`src/rtl/pipe_stage_reg.sv`:
```
// pipe_stage_reg: elastic valid/ready pipeline register with optional two-entry skid buffer
module pipe_stage_reg #(
    parameter int CTRL_W = 8,
    parameter int DATA_W = 128,
    parameter int SKID   = 1
) (
    input  logic              clk,
    input  logic              rst,
    input  logic              flush,
    input  logic              in_valid,
    output logic              in_ready,
    input  logic [CTRL_W-1:0] in_ctrl,
    input  logic [DATA_W-1:0] in_data,
    output logic              out_valid,
    input  logic              out_ready,
    output logic [CTRL_W-1:0] out_ctrl,
    output logic [DATA_W-1:0] out_data,
    output logic [1:0]        occupancy
);
    typedef enum logic [1:0] {EMPTY = 2'd0, ONE = 2'd1, TWO = 2'd2} state_t;
    state_t            state, state_nx;
    logic [CTRL_W-1:0] m_ctrl, m_ctrl_nx, s_ctrl, s_ctrl_nx;
    logic [DATA_W-1:0] m_data, m_data_nx, s_data, s_data_nx;
    logic              in_fire, out_fire;
    assign out_valid = state != EMPTY;
    // with the skid buffer, in_ready is registered-only so stalls never ripple combinationally
    assign in_ready  = (SKID != 0) ? (state != TWO) : (~out_valid | out_ready);
    assign in_fire   = in_valid & in_ready;
    assign out_fire  = out_valid & out_ready;
    assign out_ctrl  = m_ctrl & {CTRL_W{out_valid}};
    assign out_data  = m_data;
    assign occupancy = state;
    always_comb begin
        state_nx  = state;
        m_ctrl_nx = m_ctrl;
        m_data_nx = m_data;
        s_ctrl_nx = s_ctrl;
        s_data_nx = s_data;
        if (flush) begin
            state_nx  = EMPTY;
            m_ctrl_nx = '0;
            m_data_nx = '0;
            s_ctrl_nx = '0;
            s_data_nx = '0;
        end else begin
            case (state)
                EMPTY: if (in_fire) begin
                    state_nx  = ONE;
                    m_ctrl_nx = in_ctrl;
                    m_data_nx = in_data;
                end
                ONE: if (in_fire && out_fire) begin
                    m_ctrl_nx = in_ctrl;
                    m_data_nx = in_data;
                end else if (in_fire) begin
                    state_nx  = TWO;
                    s_ctrl_nx = in_ctrl;
                    s_data_nx = in_data;
                end else if (out_fire) begin
                    state_nx  = EMPTY;
                    m_ctrl_nx = '0;
                end
                TWO: if (out_fire) begin
                    state_nx  = ONE;
                    m_ctrl_nx = s_ctrl;
                    m_data_nx = s_data;
                    s_ctrl_nx = '0;
                    s_data_nx = '0;
                end
                default: state_nx = EMPTY;
            endcase
        end
    end
    always_ff @(posedge clk or posedge rst) begin
        if (rst) begin
            state  <= EMPTY;
            m_ctrl <= '0;
            m_data <= '0;
            s_ctrl <= '0;
            s_data <= '0;
        end else begin
            state  <= state_nx;
            m_ctrl <= m_ctrl_nx;
            m_data <= m_data_nx;
            s_ctrl <= s_ctrl_nx;
            s_data <= s_data_nx;
        end
    end
endmodule

```
`config.mk`:
```
export PLATFORM = sky130hd
export DESIGN_NAME = pipe_stage_reg
export DESIGN_NICKNAME = d
export VERILOG_FILES = /design/src/rtl/pipe_stage_reg.sv
export SDC_FILE = /design/constraint.sdc
export NUM_CORES = 1
export LEC_CHECK = 0
export CELL_PAD_IN_SITES_DETAIL_PLACEMENT = 1
export CELL_PAD_IN_SITES_GLOBAL_PLACEMENT = 1
export CORE_MARGIN = 2
export CORE_UTILIZATION = 44
export DETAILED_ROUTE_END_ITERATION = 16
export PLACE_DENSITY_LB_ADDON = 0.1
export SYNTH_ARGS = -nofsm -noshare
export SYNTH_HDL_FRONTEND = slang
export SYNTH_SLANG_ARGS = --single-unit
```
`constraint.sdc`:
```
create_clock -name clk -period 29 [get_ports clk]
set_input_delay 5.8 -clock clk [delete_from_list [all_inputs] [get_ports clk]]
set_output_delay 5.8 -clock clk [all_outputs]
set_load 0.02 [all_outputs]
```
==> impl_metrics.py <==
metrics = {
    "power": {
        "p_leak_nw": 8.34,
        "total_power_mw": 1.53,
        "p_per_area_mw_per_mm2": 85.4,
        "ir_worst_vdd_mv": 0.0524,
    },
    "timing": {
        "relSlewSlack_pct": 18.9,
        "setup_viol": 0,
        "hold_slack_ns": 0.489,
        "period_share_pct": 35.0,
        "rsz0062_at_grt": "no",
        "tns_ns": 0,
        "hold_viol_final": 0,
        "worst_slew_pin_slew_ns": 1.22,
        "setup_ws_ns": 18.86,
        "finalMaxSlewViolations": 0,
        "finalCriticalPeriod_ns": 10.14,
        "max_freq_mhz": 98.6,
        "fin_skew_ns": 0.00976,
    },
    "grt": {
        "gr-total-overflow": 0,
        "grt_max_degree": 149,
        "grtUsageTotal_pct": 23.8,
        "grt_pass1_vias": 11300,
        "antenna_found_initial": 10,
        "grt_first_pass_wirelength_um": 62900,
    },
    "placement": {
        "numPortBuffers": 280,
        "placedInstanceArea_mm2": 0.0167,
        "dp.final_hpwl_um": 23900,
        "gp_congestion": 0.751,
        "dp_cells": 1860,
        "pre_cts_ws_ns": 18.39,
    },
    "synthesis": {
        "synth_nets": 1428,
        "synth-edff-count": 0,
        "synth_area_leader_cell": "dfrtp_1",
        "post-synth-top-area-fraction_pct": 49.6,
        "syn_area_mm2": 0.0138,
        "synthTopCellsByCount": "dfrtp_1, mux2i_1, nand2_1",
        "ys.flop_type": "dfrtp_1",
        "yosysMostFrequentCell": "dfrtp_1",
        "ys_types": 38,
        "yosysWarnings": 0,
        "synth_area_leaders": "dfrtp_1, mux2i_1, mux2_2",
        "syn_area_per_cell_um2": 10.8,
        "seq_area_frac_synth_pct": 49.6,
        "netlist_instances": 1283,
        "synth_seq_cells": 274,
        "synth-async-reset-ratio_pct": 100,
    },
    "cts": {
        "post_cts_buffers": 0,
        "post_cts_resized": 0,
        "cts_buffer_depth": 3,
        "htree_num_levels": 2,
        "cts.sink_count": 274,
        "clkSlewWorstSetupHoldPaths_ns": 0.05,
        "cts_tree": "done",
        "numCtsBuffers": 34,
        "clock_latency_ns": 0.50,
        "cts-root-buf": "clkbuf_16",
        "ctsHoldBuffers": 0,
    },
    "worst_setup_path": {
        "critPathArrivalTime_ns": 10.54,
        "crit_end": "s_data[20]$_DFFE_PP0P_",
        "reg2reg_to": "s_data[20]$_DFFE_PP0P_",
        "start_kind": "primary input",
        "rr_worst_depth": 9,
        "r2r_slack_ns": 23.41,
        "crit_start": "out_ready",
        "cp.required_ns": 29.41,
        "critPathMaxFanout": 52,
        "regToRegStartpoint": "occupancy[0]$_DFFE_PP0P_",
        "critPathCaptureType": "register",
        "worstSetupPathType": "primary input to register",
    },
    "detailed_routing": {
        "drc": 0,
        "via_count": 10500,
        "detail-route-antenna-nets": 0,
        "via_per_inst": 5.44,
        "wl_per_cell_um": 20.4,
        "dr.pass1.iters": 6,
        "drt_iter0_drc": 535,
        "wl_um": 39200,
    },
    "worst_hold_path": {
        "hp-class": "register to register",
    },
    "floorplan": {
        "die_h_um": 181,
        "core_mm2": 0.0307,
        "ios": 281,
        "die_width_um": 181,
        "dieArea_mm2": 0.0329,
        "initial_utilization_pct": 45.0,
        "fp-row-count": 64,
    },
    "finish": {
        "drive_gt1_share_pct": 11.0,
        "syn2layout_area_growth_pct": 29.3,
        "fin_util_pct": 58.2,
        "final_nets": 1645,
        "fin_area_mm2": 0.0179,
        "final_cell_count_no_fill": 1926,
        "final.fill_count": 3267,
    },
    "flow_run": {
        "maxCapViolations": 0,
    },
    "outcome": {
        "status": "finished, final reports clean",
    },
}
-- state kept, by name, summed over array words and instances, names as in the netlist --
| register | flops |
|---|---|
| occupancy | 2 |
| s_data | 128 |
| s_ctrl | 8 |
| out_data | 128 |
| m_ctrl | 8 |
-- how the worst min path moves through the flow --
stage	startpoint	end	cells after the start
finish	out_data[113]$_DFFE_PP0P_	out_data[113]$_DFFE_PP0P_	1
global route	out_data[118]$_DFFE_PP0P_	out_data[118]$_DFFE_PP0P_	1
CTS	out_data[118]$_DFFE_PP0P_	out_data[118]$_DFFE_PP0P_	1
detailed placement	out_data[118]$_DFFE_PP0P_	out_data[118]$_DFFE_PP0P_	1
global placement	out_data[8]$_DFFE_PP0P_	out_data[8]$_DFFE_PP0P_	1
floorplan	s_data[109]$_DFFE_PP0P_	s_data[109]$_DFFE_PP0P_	2
-- placed cells by master (no fill, tap or decap), types with 2 or more instances in the layout --
cell type          n
inv_8              2
nor2b_1           21
clkdlybuf4s50_1  279
a31oi_1            8
clkbuf_16         35
ha_1               3
diode_2            6
nand2b_1           4
clkbuf_8           9
and3_1             2
a21oi_1           11
mux2_1            44
clkbuf_1           4
inv_1              6
nor2_1           134
dfrtp_1          274
nand3_1          118
mux2_2            91
bufinv_16          4
buf_4             12
clkinv_2           7
mux2i_1          265
o21ai_0            4
nand2_1          165
-- metal layers --
metal | GRT usage, % | up-vias | part of all wire, %
met3 | 5.81 | 58 | 6.1
met5 | 0 | - | 0.14
met4 | 6.05 | 8 | 2.0
li1 | - | 4836 | -
met2 | 39.7 | 248 | 48
met1 | 31.3 | 5333 | 44
-- where the power goes --
part / internal [mW] / total (mW) / leakage [nW] / switching [mW]
logic: 0.262 / 0.548 / 4.09 / 0.286
registers: 0.477 / 0.535 / 3.66 / 0.0582
clock network: 0.279 / 0.445 / 0.589 / 0.166
total: 1.02 / 1.53 / 8.34 / 0.509
-- cells by family after synthesis --
family / after synthesis / share of synthesized area (%)
compound gates: 33 / 1.61
mux: 400 / 30.2
fa+ha+maj: 4 / 0.362
buf+inv: 119 / 4.28
flops: 274 / 49.6
xor+xnor: 1 / 0.0633
simple gates: 452 / 14.0
-- cell type report --
cell class / count / area (um^2) / area share [%]
Tap cell: 396 / 495 / 2.77
Inverter: 9 / 51.3 / 0.287
Timing Repair Buffer: 291 / 2880 / 16.1
Clock buffer: 48 / 1010 / 5.67
Multi-Input combinational cell: 890 / 6410 / 35.8
Sequential cell: 274 / 6860 / 38.3
Clock inverter: 12 / 164 / 0.916
Antenna cell: 6 / 15.0 / 0.0839
-- worst max-delay path, stage by stage --
cell and delay (ns):
clkdlybuf4s50_1 0.58, nor2b_2 0.48, xnor2_1 0.16, a22oi_2 0.97, buf_4 0.61, buf_4 0.68
buf_4 0.85, mux2i_1 0.31
(Power assumes the default switching activity.)
